===== config.mk =====
export PLATFORM = sky130hd
export DESIGN_NAME = exec_sequencer
export DESIGN_NICKNAME = d
export VERILOG_FILES = /design/src/rtl/cpu_pkg.sv /design/src/rtl/ret_stack.sv /design/src/rtl/exec_sequencer.sv
export SDC_FILE = /design/constraint.sdc
export NUM_CORES = 1
export LEC_CHECK = 0
export CORE_MARGIN = 2
export CORE_UTILIZATION = 40
export DETAILED_ROUTE_END_ITERATION = 8
export PLACE_DENSITY_LB_ADDON = 0.2
export SKIP_CTS_REPAIR_TIMING = 1
export SLEW_MARGIN = 30
export SYNTH_ARGS = -nofsm -noshare
export SYNTH_HDL_FRONTEND = slang
export SYNTH_SLANG_ARGS = --single-unit

===== constraint.sdc =====
create_clock -name clk -period 7.3 [get_ports clk]
set_input_delay 0.73 -clock clk [delete_from_list [all_inputs] [get_ports clk]]
set_output_delay 0.73 -clock clk [all_outputs]
set_load 0.005 [all_outputs]

===== src/rtl/cpu_pkg.sv =====
// Shared CPU definitions: opcode map (common with the execution block),
// the idle opcode driven between instructions, and the sequencer state enum.
package cpu_pkg;

  localparam int unsigned OP_W    = 6;
  localparam int unsigned INSTR_W = 32;

  // ALU group occupies 6'b000xxx
  localparam logic [OP_W-1:0] OP_ADD = 6'b000000;
  localparam logic [OP_W-1:0] OP_SUB = 6'b000001;
  localparam logic [OP_W-1:0] OP_AND = 6'b000010;
  localparam logic [OP_W-1:0] OP_OR  = 6'b000011;
  localparam logic [OP_W-1:0] OP_XOR = 6'b000100;
  localparam logic [OP_W-1:0] OP_NOT = 6'b000101;
  localparam logic [OP_W-1:0] OP_SHL = 6'b000110;
  localparam logic [OP_W-1:0] OP_SHR = 6'b000111;

  localparam logic [OP_W-1:0] OP_LD  = 6'b010000;
  localparam logic [OP_W-1:0] OP_ST  = 6'b010001;
  localparam logic [OP_W-1:0] OP_IN  = 6'b010010;
  localparam logic [OP_W-1:0] OP_OUT = 6'b010011;

  localparam logic [OP_W-1:0] OP_JV  = 6'b011100;
  localparam logic [OP_W-1:0] OP_JNV = 6'b011101;
  localparam logic [OP_W-1:0] OP_JZ  = 6'b011110;
  localparam logic [OP_W-1:0] OP_JNZ = 6'b011111;
  localparam logic [OP_W-1:0] OP_JMP = 6'b100000;
  localparam logic [OP_W-1:0] OP_RET = 6'b100001;
  localparam logic [OP_W-1:0] OP_HLT = 6'b111111;

  // JV leaves ans_ex and the flags untouched in the execution block
  localparam logic [OP_W-1:0] NOP_OP = OP_JV;

  typedef enum logic [2:0] {
    S_BOOT,
    S_FETCH,
    S_DECODE,
    S_EXEC,
    S_MEM,
    S_WB,
    S_HALT
  } state_t;

  function automatic logic is_alu(input logic [OP_W-1:0] op);
    return (op[5:3] == 3'b000);
  endfunction

endpackage


===== src/rtl/ret_stack.sv =====
// Circular return-address stack. A push on a full stack overwrites the
// oldest entry; a pop on an empty stack is refused. Both set the sticky err.
// Ports: clk, reset (sync, active-low), push/pop strobes, push_data,
//        top_c (current top entry), empty_c, err (sticky, registered).
module ret_stack #(
  parameter int unsigned W       = 10,
  parameter int unsigned STACK_D = 4
) (
  input  logic         clk,
  input  logic         reset,
  input  logic         push,
  input  logic         pop,
  input  logic [W-1:0] push_data,
  output logic [W-1:0] top_c,
  output logic         empty_c,
  output logic         err
);

  localparam int unsigned PTR_W = (STACK_D > 1) ? $clog2(STACK_D) : 1;
  localparam int unsigned CNT_W = $clog2(STACK_D + 1);

  logic [W-1:0]     mem [STACK_D];
  logic [PTR_W-1:0] ptr;   // next free slot; wraps naturally (power-of-two depth)
  logic [CNT_W-1:0] cnt;
  logic             full_c;

  assign full_c  = (cnt == CNT_W'(STACK_D));
  assign empty_c = (cnt == '0);
  assign top_c   = mem[ptr - PTR_W'(1)];

  // Pointer, occupancy and sticky error
  always_ff @(posedge clk) begin
    if (!reset) begin
      ptr <= '0;
      cnt <= '0;
      err <= 1'b0;
    end else if (push) begin
      ptr <= ptr + PTR_W'(1);
      if (full_c) err <= 1'b1;
      else        cnt <= cnt + CNT_W'(1);
    end else if (pop) begin
      if (empty_c) begin
        err <= 1'b1;
      end else begin
        ptr <= ptr - PTR_W'(1);
        cnt <= cnt - CNT_W'(1);
      end
    end
  end

  // Storage, no reset needed: occupancy gates all reads
  always_ff @(posedge clk) begin
    if (reset && push) mem[ptr] <= push_data;
  end

endmodule


===== src/rtl/exec_sequencer.sv =====
// Multi-cycle instruction sequencer: fetch, decode, one-cycle execute,
// data-memory handshake, register write-back, jumps and a return stack.
// Ports: clk, reset (sync, active-low); imem_addr/req/ack/rdata fetch port;
//        instr (latched word); op_dec to execution block; flag_ex from it;
//        dm_req/dm_we/dm_ack data-memory handshake; rf_we/rf_wsel write-back;
//        pc; halted/resume; stack_err (sticky). All outputs are registered.
module exec_sequencer
  import cpu_pkg::*;
#(
  parameter int unsigned PC_W    = 10,
  parameter int unsigned STACK_D = 4
) (
  input  logic               clk,
  input  logic               reset,
  output logic [PC_W-1:0]    imem_addr,
  output logic               imem_req,
  input  logic               imem_ack,
  input  logic [INSTR_W-1:0] imem_rdata,
  output logic [INSTR_W-1:0] instr,
  output logic [OP_W-1:0]    op_dec,
  input  logic [1:0]         flag_ex,
  output logic               dm_req,
  output logic               dm_we,
  input  logic               dm_ack,
  output logic               rf_we,
  output logic               rf_wsel,
  output logic [PC_W-1:0]    pc,
  output logic               halted,
  input  logic               resume,
  output logic               stack_err
);

  state_t               state, state_n;
  logic [PC_W-1:0]      pc_n, pc_inc, target, stack_top;
  logic [INSTR_W-1:0]   instr_n;
  logic [OP_W-1:0]      op;
  logic                 push, pop, stack_empty;

  assign op        = instr[31:26];
  assign target    = instr[PC_W-1:0];
  assign pc_inc    = pc + PC_W'(1);
  assign imem_addr = pc;

  ret_stack #(.W(PC_W), .STACK_D(STACK_D)) u_ret_stack (
    .clk       (clk),
    .reset     (reset),
    .push      (push),
    .pop       (pop),
    .push_data (pc_inc),
    .top_c     (stack_top),
    .empty_c   (stack_empty),
    .err       (stack_err)
  );

  // State register
  always_ff @(posedge clk) begin
    if (!reset) state <= S_BOOT;
    else        state <= state_n;
  end

  // Next state, next pc/instr and stack strobes
  always_comb begin
    state_n = state;
    pc_n    = pc;
    instr_n = instr;
    push    = 1'b0;
    pop     = 1'b0;
    case (state)
      S_BOOT:  state_n = S_FETCH;
      S_FETCH: begin
        if (imem_ack) begin
          instr_n = imem_rdata;
          state_n = S_DECODE;
        end
      end
      S_DECODE: begin
        state_n = S_FETCH;
        pc_n    = pc_inc;
        if (is_alu(op) || op == OP_IN || op == OP_LD || op == OP_ST || op == OP_OUT) begin
          state_n = S_EXEC;
          pc_n    = pc;
        end else begin
          case (op)
            OP_JMP: begin
              push = 1'b1;
              pc_n = target;
            end
            OP_JV:  if (flag_ex[0])  pc_n = target;
            OP_JNV: if (!flag_ex[0]) pc_n = target;
            OP_JZ:  if (flag_ex[1])  pc_n = target;
            OP_JNZ: if (!flag_ex[1]) pc_n = target;
            OP_RET: begin
              pop = 1'b1;
              if (!stack_empty) pc_n = stack_top;
            end
            OP_HLT: begin
              state_n = S_HALT;
              pc_n    = pc;
            end
            default: ;
          endcase
        end
      end
      S_EXEC: begin
        if (op == OP_LD || op == OP_ST) begin
          state_n = S_MEM;
        end else if (op == OP_OUT) begin
          state_n = S_FETCH;
          pc_n    = pc_inc;
        end else begin
          state_n = S_WB;
        end
      end
      S_MEM: begin
        if (dm_ack) begin
          if (op == OP_LD) begin
            state_n = S_WB;
          end else begin
            state_n = S_FETCH;
            pc_n    = pc_inc;
          end
        end
      end
      S_WB: begin
        state_n = S_FETCH;
        pc_n    = pc_inc;
      end
      S_HALT: begin
        if (resume) begin
          state_n = S_FETCH;
          pc_n    = pc_inc;
        end
      end
      default: state_n = S_BOOT;
    endcase
  end

  // Moore outputs registered from the upcoming state
  always_ff @(posedge clk) begin
    if (!reset) begin
      pc       <= '0;
      instr    <= '0;
      op_dec   <= NOP_OP;
      imem_req <= 1'b0;
      dm_req   <= 1'b0;
      dm_we    <= 1'b0;
      rf_we    <= 1'b0;
      rf_wsel  <= 1'b0;
      halted   <= 1'b0;
    end else begin
      pc       <= pc_n;
      instr    <= instr_n;
      op_dec   <= (state_n == S_EXEC) ? instr_n[31:26] : NOP_OP;
      imem_req <= (state_n == S_FETCH);
      dm_req   <= (state_n == S_MEM);
      dm_we    <= (state_n == S_MEM) && (instr_n[31:26] == OP_ST);
      rf_we    <= (state_n == S_WB);
      rf_wsel  <= (state_n == S_WB) && (instr_n[31:26] == OP_LD);
      halted   <= (state_n == S_HALT);
    end
  end

endmodule

==> summary.log <==
INFO  worst_setup_path worst_r2r_endpoint=imem_addr[5]
INFO  drt            drt_drc_violations_left=0
INFO  final_layout   area_overhead_of_the_layout_relative_to_synthesis=29.8%
INFO  floorplanning  die_height=111um
INFO  logic_synthesis share_of_cell_area_taken_by_muxes_after_synthesis=7.12%
INFO  global_routing grt_overflow=0
INFO  worst_setup_path cp_slowest_stage_delay=0.81ns
INFO  drt            route.vias.total=3615
INFO  sta            rsz0062_at_grt=no
INFO  logic_synthesis synth_async_sr_flop_share=0%
INFO  sta            max_freq=360MHz
INFO  sta            whs=0.453ns
INFO  sta            fin_tns_setup=0ns
INFO  worst_hold_path holdCritPathClass=reg2reg
INFO  sta            clock-skew-final=0.00705ns
INFO  power_and_ir_drop max-vdd-ir-drop=0.104mV
INFO  clock_network  cts_buffer_depth=2
INFO  logic_synthesis ys.flop_type=sky130_fd_sc_hd__dfxtp_1
INFO  floorplanning  placementRows=39
INFO  worst_setup_path worst-r2r-cell-count=6
INFO  flow_run       max_cap_violations=0
INFO  drt            drtPass1Iterations=4
INFO  logic_synthesis count_of_distinct_cell_types_in_the_synthesized_netlist=63
INFO  logic_synthesis synth.cells.most_frequent=sky130_fd_sc_hd__nand2_1 (69), sky130_fd_sc_hd__dfxtp_1 (63), sky130_fd_sc_hd__a21oi_1 (40), sky130_fd_sc_hd__edfxtp_1 (40), sky130_fd_sc_hd__nor2_1 (27)
INFO  worst_setup_path critical_path.startpoint=u_ret_stack.ptr[0]
INFO  drt            drt-initial-drc-count=236
INFO  final_layout   diodes=0
INFO  worst_setup_path timing.critical_path.cells=inv_1 > ha_1 > mux4_2 > a211o_1 > a221oi_1 > o22ai_1
INFO  logic_synthesis synth-simple-area-share=16.5%
INFO  sta            finish_stage_setup_viols=0
INFO  power_and_ir_drop p_leak=2.03nW
INFO  logic_synthesis yosysMostFrequentCell=sky130_fd_sc_hd__nand2_1
INFO  floorplanning  top_level_ports=104
INFO  worst_setup_path r2r_slack=4.52ns
INFO  sta            timing.final.max_slew_violations=0
INFO  drt            vias_per_cell=5.36
INFO  clock_network  clock_tree.htree_level_count=3
INFO  worst_setup_path slowest_stage=sky130_fd_sc_hd__dfxtp_1
INFO  logic_synthesis synth_compound_gate_area_share=14.0%
INFO  clock_network  clkSlewWorstSetupHoldPaths=0.07ns
INFO  logic_synthesis synth-edff-count=40
INFO  clock_network  cts_made_buffers=9
INFO  sta            tightestPinTransition=0.846ns
INFO  logic_synthesis synth_top_area_cell=sky130_fd_sc_hd__dfxtp_1
INFO  drt            antenna_left=0
INFO  clock_network  cts-root-buf=sky130_fd_sc_hd__clkbuf_16
INFO  logic_synthesis synth.ff_latch_count=103
INFO  worst_setup_path cp_num_buf_inv=1
INFO  worst_setup_path required_time_at_the_endpoint_of_the_critical_path=7.49ns
INFO  global_routing grt_usage=18.8%
INFO  global_routing antenna_found_initial=0
INFO  worst_setup_path setup.worst_path.start_class=flop
INFO  final_layout   drive_gt1_share=7.14%
INFO  worst_setup_path cp_max_fo=14
INFO  worst_setup_path worstReg2RegStart=u_ret_stack.ptr[0]
INFO  worst_setup_path critical_path.top_delay_family=flip-flops
INFO  sta            hold_violations=0
INFO  sta            period_minus_slack=2.78ns
INFO  worst_setup_path path_class=reg2reg
INFO  placed_design  port_buffers=103
INFO  logic_synthesis ys_top_cells_by_area=sky130_fd_sc_hd__dfxtp_1 (27%), sky130_fd_sc_hd__edfxtp_1 (26%), sky130_fd_sc_hd__nand2_1 (5.6%)
INFO  worst_setup_path timing.critical_path.to=imem_addr[5]
INFO  drt            wire_per_inst=17.1um
INFO  global_routing grt_pass1_wl=18400um
INFO  clock_network  cts.sink_count=103
INFO  sta            worst_slew_margin_relative_to_its_limit=43.5%
INFO  outcome        run_status=finished clean
INFO  global_routing grt_max_degree=39
INFO  power_and_ir_drop power_density=216nW/um^2
INFO  logic_synthesis synth_top_cell_area_share=27.5%
INFO  logic_synthesis seq_total_area_yosys=53.7%
INFO  worst_setup_path critical_path_depth=6
INFO  logic_synthesis yosys.area_share.adder=1.80%
INFO  floorplanning  core_region_area=11300um^2
INFO  logic_synthesis share_of_the_synthesized_netlist_area_taken_by_xor_and_xnor_gates=2.29%
INFO  logic_synthesis postSynthNetCount=488
INFO  placed_design  detailedPlacementHpwl=8230um
INFO  logic_synthesis postSynthAreaPerCell=10.4um^2
INFO  placed_design  gpl.final_weighted_congestion=0.849
INFO  floorplanning  floorplan.initialDensity=40.5%
INFO  clock_network  clk-insertion-delay-late=0.34ns
INFO  drt            routed_wirelength=11500um
INFO  clock_network  tritoncts=built
INFO  final_layout   final_net_count=572
INFO  worst_setup_path arrival_worst_endpoint=2.97ns
INFO  floorplanning  fp.dieW=111um
INFO  global_routing grt_pass1_vias=3511
INFO  sta            final_min_period_over_clock_period=38.0%
INFO  worst_setup_path critPathCaptureType=flop
INFO  logic_synthesis synth-warning-count=0
INFO  floorplanning  die_area=12300um^2
INFO  logic_synthesis synth_top_family_by_area=simple AND/OR/NAND/NOR gates
INFO  logic_synthesis netlist_instances=443
INFO  logic_synthesis synth.cell_area=4590um^2
-- flip-flops by register name, indices dropped and copies added (netlist names) --
register,cells
dm_req,1
halted,1
u_ret_stack.err,1
u_ret_stack.mem,40
u_ret_stack.cnt,3
imem_req,1
instr,32
state,3
imem_addr,10
rf_wsel,1
rf_we,1
u_ret_stack.ptr,2
op_dec,6
dm_we,1
-- power by group --
part | switching, mW | internal (mW) | leakage (nW)
clock | 0.220 | 0.271 | 0.146
sequential | 0.0250 | 0.617 | 0.876
combinational | 0.0726 | 0.0816 | 1.01
total | 0.318 | 0.970 | 2.03
-- metal layers --
| metal | global-route usage (%) | share of wire (%) | vias to the layer above |
|---|---|---|---|
| met3 | 4.05 | 4.8 | 14 |
| met5 | 0 | 0 | - |
| met1 | 24.6 | 44 | 1748 |
| met2 | 30.9 | 50 | 103 |
| li1 | - | - | 1750 |
| met4 | 6.91 | 1.7 | 0 |
-- worst min-delay path by stage --
stage	from	to	slack, ns	depth (start not counted)
3_3_place_gp	instr[24]	instr[24]	0.44	2
5_1_grt	instr[10]	instr[10]	0.47	2
4_1_cts	instr[15]	instr[15]	0.46	2
2_1_floorplan	instr[10]	instr[10]	0.45	2
3_5_place_dp	instr[15]	instr[15]	0.45	2
6_report	instr[15]	instr[15]	0.45	2
-- cell families after synthesis --
kind of cell	Yosys count
AO/OA/AOI/OAI	102
AND/OR/NAND/NOR	156
other	1
XOR/XNOR	12
flip-flops	103
buffers and inverters	43
adder cells (fa/ha/maj)	6
multiplexers	20
-- tightest hold or removal path: cells and delay by family (launching register included) --
family / cells / cell delay (ns)
compound gates: 1 / 0.05
flops: 1 / 0.31
simple gates: 1 / 0.05
-- layout make-up --
type / instances / area, um^2
well taps: 143 / 179
clock inverters: 7 / 78.8
clock buffers: 9 / 225
multi-input cells: 297 / 1920
fillers: 1012 / 5370
inverters: 11 / 41.3
flip-flops and latches: 103 / 2460
repair buffers: 105 / 1050
-- through the flow --
step                      area [um^2]  utilization [%]  instances  power (mW)  setup WS (ns)
after global placement           5640             49.8        659       0.808           4.53
after global routing             5950             52.6        675        1.34           4.21
after detailed placement         5650             49.9        659       0.809           4.49
final                            5950             52.6        675        1.29           4.52
after CTS                        5950             52.6        675        1.30           4.48
after floorplan                  4590                -        443       0.726           4.87
-- cells in the final DEF (no fill, tap or decap), types with 4 or more instances in the layout --
cell                              Yosys  final
sky130_fd_sc_hd__clkbuf_16            0      9
sky130_fd_sc_hd__dfxtp_1             63     63
sky130_fd_sc_hd__and3_1               6      6
sky130_fd_sc_hd__and2_1               8      8
sky130_fd_sc_hd__edfxtp_1            40     40
sky130_fd_sc_hd__nand3_1             14     13
sky130_fd_sc_hd__nand2_1             69     69
sky130_fd_sc_hd__xor2_1               5      5
sky130_fd_sc_hd__mux2i_1              9      9
sky130_fd_sc_hd__o21ai_0             18     18
sky130_fd_sc_hd__ha_1                 5      5
sky130_fd_sc_hd__a22oi_1              6      6
sky130_fd_sc_hd__clkdlybuf4s50_1      0    103
sky130_fd_sc_hd__a21oi_1             40     40
sky130_fd_sc_hd__mux4_2              10     10
sky130_fd_sc_hd__nor3_1               4      4
sky130_fd_sc_hd__inv_1               10     10
sky130_fd_sc_hd__a31oi_1              7      7
sky130_fd_sc_hd__nor2_1              27     27
sky130_fd_sc_hd__xnor2_1              7      7
No activity file was read; power rests on OpenSTA's default activity.
